$ cat src/rtl/mem_stage.sv
// mem_stage: memory-access stage between EXE and WB.
// Drives the synchronous data RAM and formats load data for write-back.
module mem_stage #(
   parameter int LOAD_LATENCY = 1
) (
   input  logic         clk,
   input  logic         reset,
   input  logic         EXE_over,
   input  logic [105:0] EXE_MEM_bus,
   output logic         MEM_allow_in,
   input  logic         WB_allow_in,
   output logic [31:0]  dm_addr,
   output logic [3:0]   dm_wen,
   output logic [31:0]  dm_wdata,
   input  logic [31:0]  dm_rdata,
   output logic         MEM_over,
   output logic [69:0]  MEM_WB_bus,
   output logic [31:0]  MEM_pc
);

   typedef struct packed {
      logic        load;
      logic        store;
      logic        ls_word;
      logic        lb_sign;
      logic [31:0] store_data;
      logic [31:0] alu_result;
      logic        rf_wen;
      logic [4:0]  rf_wdest;
      logic [31:0] pc;
   } exe_mem_t;

   typedef enum logic [1:0] {
      IDLE,
      ACCESS,
      WAIT,
      DONE
   } state_t;

   localparam logic [2:0] CNT_LAST = 3'(LOAD_LATENCY - 1);

   state_t      state;
   state_t      state_nx;
   exe_mem_t    bus_r;
   logic [31:0] mem_result;
   logic [31:0] mem_result_nx;
   logic [2:0]  cnt;
   logic [2:0]  cnt_nx;
   logic        accept;
   logic        is_store;
   logic        is_load;
   logic [31:0] word_addr;
   logic [7:0]  rbyte;
   logic [31:0] load_data;

   // A request with both load and store set behaves as a plain store.
   assign is_store  = bus_r.store;
   assign is_load   = bus_r.load & ~bus_r.store;
   assign word_addr = {bus_r.alu_result[31:2], 2'b00};

   assign MEM_allow_in = (state == IDLE)
                       | ((state == DONE) & WB_allow_in);
   assign accept       = EXE_over & MEM_allow_in;

   assign rbyte     = dm_rdata[{bus_r.alu_result[1:0], 3'b000} +: 8];
   assign load_data = bus_r.ls_word
                    ? dm_rdata
                    : {{24{bus_r.lb_sign & rbyte[7]}}, rbyte};

   always_comb begin
      state_nx      = state;
      cnt_nx        = cnt;
      mem_result_nx = mem_result;
      dm_addr       = '0;
      dm_wen        = '0;
      dm_wdata      = '0;
      MEM_over      = 1'b0;
      unique case (state)
         IDLE: begin
            if (accept) state_nx = ACCESS;
         end
         ACCESS: begin
            dm_addr = word_addr;
            if (is_store) begin
               if (bus_r.ls_word) begin
                  dm_wen   = 4'b1111;
                  dm_wdata = bus_r.store_data;
               end else begin
                  dm_wen   = 4'b0001 << bus_r.alu_result[1:0];
                  dm_wdata = {4{bus_r.store_data[7:0]}};
               end
               mem_result_nx = bus_r.alu_result;
               state_nx      = DONE;
            end else if (is_load) begin
               cnt_nx   = '0;
               state_nx = WAIT;
            end else begin
               mem_result_nx = bus_r.alu_result;
               state_nx      = DONE;
            end
         end
         WAIT: begin
            dm_addr = word_addr;
            cnt_nx  = cnt + 3'd1;
            // RAM data is valid in the last wait cycle only.
            if (cnt == CNT_LAST) begin
               mem_result_nx = load_data;
               state_nx      = DONE;
            end
         end
         DONE: begin
            MEM_over = 1'b1;
            if (WB_allow_in) state_nx = accept ? ACCESS : IDLE;
         end
         default: state_nx = IDLE;
      endcase
   end

   always_ff @(posedge clk or posedge reset) begin
      if (reset) begin
         state      <= IDLE;
         bus_r      <= '0;
         mem_result <= '0;
         cnt        <= '0;
      end else begin
         state      <= state_nx;
         cnt        <= cnt_nx;
         mem_result <= mem_result_nx;
         if (accept) bus_r <= EXE_MEM_bus;
      end
   end

   assign MEM_WB_bus = {bus_r.rf_wen, bus_r.rf_wdest,
                        mem_result, bus_r.pc};
   assign MEM_pc     = bus_r.pc;

endmodule
$ cat config.mk
export PLATFORM = sky130hd
export DESIGN_NAME = mem_stage
export DESIGN_NICKNAME = d
export VERILOG_FILES = /design/src/rtl/mem_stage.sv
export SDC_FILE = /design/constraint.sdc
export NUM_CORES = 1
export LEC_CHECK = 0
export ABC_AREA = 0
export ABC_CLOCK_PERIOD_IN_PS = 5100
export BUFFER_PORTS_ARGS = -buffer_cell sky130_fd_sc_hd__buf_2
export CORE_AREA = 5 5 130 132
export CTS_CLUSTER_SIZE = 30
export DETAILED_ROUTE_END_ITERATION = 10
export DIE_AREA = 0 0 135 137
export GPL_ROUTABILITY_DRIVEN = 0
export PLACE_DENSITY = 0.8
export SLEW_MARGIN = 20
export SYNTH_ARGS = -nofsm -noshare
export SYNTH_HDL_FRONTEND = slang
export SYNTH_SLANG_ARGS = --single-unit
$ cat constraint.sdc
create_clock -name clk -period 5.1 [get_ports clk]
set_input_delay 0.51 -clock clk [delete_from_list [all_inputs] [get_ports clk]]
set_output_delay 0.51 -clock clk [all_outputs]
set_load 0.01 [all_outputs]
Word level (Yosys, flattened, before mapping)
Index checks and enable logic that the tools add are counted.
{"block": "word_totals", "regBits": 143, "elab_cells": 60}
{"block": "op_classes", "add_sub_neg": 1, "eq_ne": 9, "shifts": 2, "mux": 23, "bitwise": 6, "reduce_logical": 7}
{"cell": "two-way mux 32 bit", "count": 8}
{"cell": "case mux 32 bit (2 select lines)", "count": 1}
{"cell": "variable part select 32 x 6 -> 8 bit", "count": 1}
{"cell": "two-way mux 4 bit", "count": 3}
{"cell": "!= test 2 bit (second input constant)", "count": 5}
{"cell": "AND reduction 3 bit", "count": 3}
{"cell": "case mux 2 bit (4 select lines)", "count": 1}
{"cell": "two-way mux 2 bit", "count": 3}
{"cell": "two-way mux 3 bit", "count": 2}
{"cell": "case mux 3 bit (2 select lines)", "count": 1}
{"cell": "bitwise AND 1 bit", "count": 4}
{"cell": "equality test 2 bit (second input constant)", "count": 2}
{"cell": "two-way mux 1 bit", "count": 4}
{"cell": "left shift 1 x 2 -> 4 bit (first input constant)", "count": 1}
{"cell": "adder 3 x 1 -> 3 bit (second input constant)", "count": 1}
{"cell": "zero test 3 bit", "count": 1}
{"cell": "!= test 3 bit (second input constant)", "count": 1}
{"cell": "equality test 2 x 1 -> 1 bit (second input constant)", "count": 1}
{"cell": "zero test 2 bit", "count": 1}
{"cell": "nonzero test 2 bit", "count": 1}
{"cell": "OR reduction 2 bit", "count": 1}
{"cell": "NOT 1 bit", "count": 1}
{"cell": "OR 1 bit", "count": 1}

Depth between registers and ports, before layout
Gate-level depths: netlist (run 1).
{"block": "depth", "word_depth": 7, "ltp_mapped": 8, "ltp_nobuf": 6}

Worst setup path after synthesis (run 1)
OpenSTA, ideal clock, no wires.
{"block": "synth_path", "path_type": "register -> output", "from": "register state[1]", "to": "output port dm_wdata[24]", "arrival_ps": 1502, "required_ps": 4590, "path_slack_ps": 3088, "stages_incl_launch_ff": 7, "path_buffers": 2, "cell_sequence": "dfrtp_1 > inv_1 > ha_1 > clkbuf_1 > nand2_1 > clkbuf_1 > a21oi_1"}
{"block": "synth_between", "elab_chain_cells": 2}
{"item": "start: declaration", "line": "42", "rtl": "state_t state;"}
{"item": "start signal: assignment", "line": "126", "rtl": "state <= state_nx;"}
{"item": "equality test 2 x 1 -> 1 bit", "line": "78", "rtl": "unique case (state)"}
{"item": "two-way mux 32 bit", "line": "78"}
{"item": "end: declaration", "line": "14", "rtl": "output logic [31:0] dm_wdata,"}
Every way passes these cells.

Worst setup path in the final report (run 1)
{"block": "layout_path", "from": "register state[1]", "to": "output port dm_wdata[27]"}
The elaborated chain is that of the path after synthesis.

==> results of run 1 <==
[per-stage QoR]
step                instances  area, um2  hold WS, ns  setup WS, ns
floorplan                 666       7350        0.475         0.752
global placement         1083       8470        0.457          2.43
detailed placement       1083       8470        0.463          2.37
CTS                      1115       9150        0.303          1.91
global route             1115       9170        0.305          1.69
finish                   1115       9170        0.305          1.96
[cell type report]
class | instances | area (um2)
clock buffers | 19 | 453
repair buffers | 316 | 1590
clock inverters | 13 | 230
well taps | 216 | 270
multi-input cells | 397 | 3000
flip-flops and latches | 143 | 3580
fillers | 1337 | 6420
inverters | 11 | 46.3
[cells in the final DEF (no fill, tap or decap), types with 2 or more instances in the layout]
cell type,n
a211o_1,7
a211oi_1,5
a21o_1,8
a21oi_1,65
a221oi_1,2
and2_1,30
and3_1,8
buf_2,311
buf_4,5
bufinv_16,6
clkbuf_16,17
clkbuf_8,2
clkinv_2,3
conb_1,2
dfrtp_1,142
ha_1,7
inv_1,9
inv_6,4
mux2_2,106
mux2i_1,10
nand2_1,55
nand2b_1,9
nor2_1,36
nor2b_1,2
nor3_1,3
o21ai_0,4
o31ai_1,5
o31ai_2,20
[worst min path at each step]
stage                                end  cells past startpoint
after global placement    mem_result[31]                      2
after floorplan                   cnt[1]                      2
after global routing           bus_r[40]                      2
after CTS                      bus_r[78]                      2
final                     MEM_WB_bus[64]                      2
after detailed placement  mem_result[31]                      2
[registers in the layout, indices dropped and copies added (netlist names)]
name	count
MEM_WB_bus	6
MEM_pc	32
bus_r	67
cnt	3
is_store	1
mem_result	32
state	2
[synth_stat cells]
| cell | number |
|---|---|
| dfrtp_1 | 143 |
| mux2_2 | 106 |
| buf_4 | 76 |
| a21oi_1 | 65 |
| nand2_1 | 56 |
| nor2_1 | 36 |
| and2_1 | 30 |
| o31ai_2 | 20 |
| clkbuf_1 | 17 |
| buf_2 | 15 |
| inv_1 | 10 |
| mux2i_1 | 10 |
| nand2b_1 | 9 |
| a211o_1 | 8 |
| a21o_1 | 8 |
| and3_1 | 8 |
| ha_1 | 7 |
| a211oi_1 | 5 |
| o31ai_1 | 5 |
| buf_1 | 4 |
| o21ai_0 | 4 |
| buf_6 | 3 |
| nor3_1 | 3 |
| a221oi_1 | 2 |
| nor2b_1 | 2 |
| a2111oi_0 | 1 |
| a222oi_1 | 1 |
| a22o_1 | 1 |
| a31oi_1 | 1 |
| and3b_1 | 1 |
| clkinv_1 | 1 |
| conb_1 | 1 |
| nand3_1 | 1 |
| nand3b_1 | 1 |
| o211ai_1 | 1 |
| o21bai_2 | 1 |
| o221ai_2 | 1 |
| or3b_1 | 1 |
[metal layers]
metal  up-vias  global-route usage  part of all wire
met5         -                   0           0.00064
met1      2707               0.265              0.40
li1       2664                   -                 -
met3        33              0.0618             0.083
met2       239               0.364              0.50
met4         2              0.0745             0.020
[cells by family (layout without fill, tap and decap cells)]
logic type / count (synthesis) / after routing / share of synthesized area
muxes: 116 / 116 / 0.176
DFF: 143 / 143 / 0.487
AOI/OAI and AO/OA: 124 / 124 / 0.121
other: 1 / 2 / 0.000510
adders and majority gates: 7 / 7 / 0.0119
and+or+nand+nor: 148 / 148 / 0.0949
buffers and inverters: 126 / 359 / 0.109
[worst max-delay path: stages (launching register included)]
cell and delay (ns):
dfrtp_1 0.40, inv_1 0.13, ha_1 0.37, nand2_1 0.67, a21oi_1 0.43, buf_2 0.20
[where the power goes]
part / switching [W] / internal (W)
Combinational: 0.00176 / 0.00150
Clock: 0.000491 / 0.000947
Sequential: 0.000490 / 0.00173
==> impl_metrics.tcl, run 1 <==
set metrics [dict create \
    critPathLaunchType "register" \
    cts_root_buffer "clkbuf_16" \
    crit_fanout 28 \
    cap_violations 0 \
    finalNetCount 1035 \
    ir_drop_mv 0.418 \
    max_slew_margin 0.301 \
    htree_levels 4 \
    io_buffer_count 311 \
    post_cts_buffers 0 \
    synth_top_area_frac 0.487 \
    cts_buffer_depth 2 \
    rows 46 \
    cellLeakagePower_nw 4.66 \
    ff2ff_path_depth 6 \
    antenna_found_initial 1 \
    cts_buffers 17 \
    synth_area_um2 7350 \
    cp-end-kind "output pin" \
    utilization 0.588 \
    wl_per_cell_um 18.1 \
    route.detailed.drc 0 \
    grt_pass1_vias 5778 \
    n_antenna_cell 0 \
    min_path_type "in2async" \
    synth-warning-count 0 \
    fin_skew_ns 0.00691 \
    top_level_ports 314 \
    regToRegSetupSlack_ns 2.33 \
    cp-endpoint "dm_wdata[27]" \
    worstMarginPinSlew_ns 1.05 \
    worstReg2RegStart "state[0]" \
    grtUsageTotal 0.215 \
    ctsResizeCount 0 \
    cp.required_ns 4.59 \
    reg2reg_to "mem_result[15]" \
    drt_first_iter_violations 329 \
    yosysTopAreaCell "dfrtp_1" \
    ys_seq_area_frac 0.487 \
    drt.antenna.violating_nets 0 \
    dieArea_um2 18500 \
    synth.ff_latch_count 143 \
    insertion_delay_ns 0.41 \
    max_freq_ghz 0.319 \
    rsz0062_at_grt "no" \
    finalCriticalPeriod_ns 3.14 \
    slew_viol_final 0 \
    crit_start "state[1]" \
    grt_max_degree 106 \
    routed_via_density 5.06 \
    status "finished, final reports clean" \
    via_count 5645 \
    syn-mean-instance-area_um2 11.0 \
    drt_first_pass_iters 5 \
    hpwl_mm 15.1 \
    finalHoldViolCount 0 \
    fin_crit_sh 0.615 \
    powerDensity_nw_per_um2 754 \
    synth_area_leaders "dfrtp_1, mux2_2, buf_4" \
    layout-drive-gt1-share 0.534 \
    start_util 0.471 \
    cts_tree "done" \
    die_x_um 135 \
    cts.hold.buffers_added 0 \
    wirelength_mm 20.2 \
    fp.coreArea_um2 15600 \
    finalPower_w 0.00692 \
    final-setup-viol-count 0 \
    clk_pin_slew_ns 0.06 \
    synthToLayoutAreaGrowth_pct 24.9 \
    synth_cell_types 38 \
    path_class "reg2out" \
    critPathArrivalTime_ns 2.63 \
    tns_ns 0 \
    grt_pass1_wl_mm 31.0 \
    die_y_um 137 \
    grt-ovfl-total 0 \
    cts_sinks 143 \
    postSynthCellCount 665 \
]
(Power assumes the default switching activity.)
==> run 2: changes to the inputs <==
ABC_AREA = 1   (was 0)
ABC_CLOCK_PERIOD_IN_PS = 3300   (was 5100)
CORE_AREA = 5 5 132 134   (was 5 5 130 132)
DIE_AREA = 0 0 137 139   (was 0 0 135 137)
clock period = 3.3 ns   (was 5.1 ns; I/O delays follow)
==> impl_metrics.tcl, run 2 <==
set metrics [dict create \
    status "finished, final reports clean" \
    fin_crit_sh 0.822 \
    cellLeakagePower_nw 5.61 \
    rows 47 \
    drt.antenna.violating_nets 0 \
    layout-drive-gt1-share 0.295 \
    drt_first_pass_iters 5 \
    synth_edf_count 0 \
    synth_area_leaders "dfrtp_1, nand2_1, buf_4" \
    powerDensity_nw_per_um2 1080 \
    grt_max_degree 69 \
    finalCriticalPeriod_ns 2.71 \
    die_x_um 137 \
    crit_start "state[0]" \
    drt_first_iter_violations 508 \
    synth_area_um2 7750 \
    worstMarginPinSlew_ns 0.973 \
    grt_pass1_wl_mm 36.5 \
    worstReg2RegStart "state[0]" \
    critPathBufInv 3 \
    route.detailed.drc 0 \
    synth_cell_types 29 \
    synth_most_common_cell "nand2_1" \
    n_fill_cell 1489 \
    synth_commonest_cells "nand2_1, dfrtp_1, nor2_1" \
    ctsResizeCount 0 \
    power.share.clock 0.199 \
    final-setup-viol-count 0 \
    cp-end-kind "output pin" \
    cp.required_ns 2.97 \
    critPathLaunchType "register" \
    crit_fanout 64 \
    synthToLayoutAreaGrowth_pct 21.6 \
    start_util 0.480 \
    yosysTopAreaCell "dfrtp_1" \
    mostFrequentLayoutCell "nand2_1" \
    p_switching_w 0.00457 \
    dieArea_um2 19000 \
    sw_frac_of_total 0.447 \
    hold_ws_ns 0.120 \
    insertion_delay_ns 0.42 \
    ys_async_sr_fraction 1.00 \
    max_freq_ghz 0.369 \
    routed_via_density 4.90 \
    ys_seq_area_frac 0.461 \
    grtUsageTotal 0.237 \
    via_count 7298 \
    finalNetCount 1404 \
    ir_drop_mv 0.475 \
    internal_power_w 0.00565 \
    synth_top_area_frac 0.461 \
    pwr-share-seq 0.309 \
    cts_buffers 17 \
    cap_violations 0 \
    finalPower_w 0.0102 \
    tns_ns 0 \
    path_cells "inv_1, ha_1, a21o_4, buf_4, buf_2" \
    clk_pin_slew_ns 0.06 \
    cts_root_buffer "clkbuf_16" \
    reg2reg_to "mem_result[23]" \
    ys.flop_type "dfrtp_1" \
    regMostFlops "bus_r" \
    cp_num_cells 5 \
    synth-warning-count 0 \
    cp_top_family "buffers and inverters" \
    grt-ovfl-total 0 \
    wirelength_mm 22.8 \
    wl_per_cell_um 15.3 \
    grt_pass1_vias 7228 \
    slew_viol_final 0 \
    ff2ff_path_depth 7 \
    postSynthCellCount 1048 \
    io_buffer_count 311 \
    synth.ff_latch_count 143 \
    critPathArrivalTime_ns 2.38 \
    syn-mean-instance-area_um2 7.40 \
    pwr-share-comb 0.493 \
    antenna_found_initial 5 \
    mostFrequentLayoutCells "nand2_1, buf_2, dfrtp_1" \
    finalHoldViolCount 0 \
    rsz0062_at_grt "no" \
    htree_levels 4 \
    cts_buffer_depth 2 \
    path_class "reg2out" \
    regToRegSetupSlack_ns 0.96 \
    max_slew_margin 0.350 \
    cts.hold.buffers_added 0 \
    min_path_type "in2async" \
    largest_register_ffs 67 \
    die_y_um 139 \
    fp.coreArea_um2 16200 \
    top_level_ports 314 \
    cts_sinks 143 \
    crit_slowest_cell "buf_4" \
    cts_tree "done" \
    max_stage_delay_ns 0.59 \
    fin_skew_ns 0.00706 \
    post_cts_buffers 0 \
    hpwl_mm 16.3 \
    cp-endpoint "MEM_allow_in" \
]
## run 2: cell types whose count changed after synthesis, moves of 20 or more
| cell | change |
|---|---|
| nand2_1 | +326 |
| mux2_2 | -106 |
| nand3_1 | +104 |
| nor2_1 | +85 |
| inv_1 | +43 |
| and2_1 | -30 |
| o31ai_2 | -20 |
## run 2: worst reg2reg max path, cell delays in order, from the launching register on
cell     delay [ns]
dfrtp_1        0.41
inv_1          0.13
ha_1           0.71
inv_2          0.47
a21oi_1        0.30
nand2_2        0.07
nand2_1        0.07
nand2_1        0.05
## run 2: how the worst min path moves through the flow
| stage | startpoint | endpoint | cells after the start |
|---|---|---|---|
| floorplan | is_store | is_store | 2 |
| global placement | MEM_WB_bus[67] | MEM_WB_bus[67] | 2 |
| detailed placement | MEM_WB_bus[65] | MEM_WB_bus[65] | 2 |
| CTS | EXE_MEM_bus[0] | MEM_pc[0] | 3 |
| global route | EXE_MEM_bus[19] | MEM_pc[19] | 3 |
| finish | reset | mem_result[6] | 2 |
## run 2: cells by family after synthesis
logic type	Yosys count	share of synthesized area
other	1	0.000484
buffers and inverters	191	0.146
adder cells (fa/ha/maj)	7	0.0113
flip-flops	143	0.461
AND/OR/NAND/NOR	626	0.328
XOR/XNOR	1	0.00113
AO/OA/AOI/OAI	79	0.0516
## run 2: per-layer routing
layer,share of wire,wire (um),vias to the layer above,global-route usage
met3,0.080,1830,52,0.0602
met2,0.47,10800,299,0.377
met4,0.026,585,6,0.0856
li1,-,-,3591,-
met5,0.0015,33,-,0
met1,0.42,9520,3350,0.314
## run 2: area by class of cell
| class | instances | area [um2] | area share |
|---|---|---|---|
| tap | 220 | 275 | 0.0292 |
| timing repair buffer | 323 | 1690 | 0.179 |
| inverter | 55 | 210 | 0.0223 |
| sequential | 143 | 3580 | 0.380 |
| clock buffer | 20 | 457 | 0.0484 |
| multi-input combinational | 715 | 3050 | 0.324 |
| antenna | 2 | 5.00 | 0.000531 |
| clock inverter | 10 | 163 | 0.0173 |
## run 2: power groups by stage
| stage | clock [W] | sequential (W) | combinational (W) |
|---|---|---|---|
| after floorplan | 0 | 0.00311 | 0.00392 |
| after global placement | 0 | 0.00315 | 0.00492 |
| after detailed placement | 0 | 0.00316 | 0.00503 |
| after CTS | 0.00206 | 0.00315 | 0.00506 |
| after global routing | 0.00214 | 0.00326 | 0.00567 |
| final | 0.00203 | 0.00315 | 0.00504 |
## run 2: per-stage QoR
step	instance area, um2	instances	setup slack (ns)	utilization
after detailed placement	8800	1456	1.01	0.544
final	9430	1488	0.588	0.583
after global routing	9430	1488	0.446	0.583
after global placement	8800	1456	1.09	0.544
after CTS	9420	1486	0.582	0.583
after floorplan	7760	1049	1.18	-
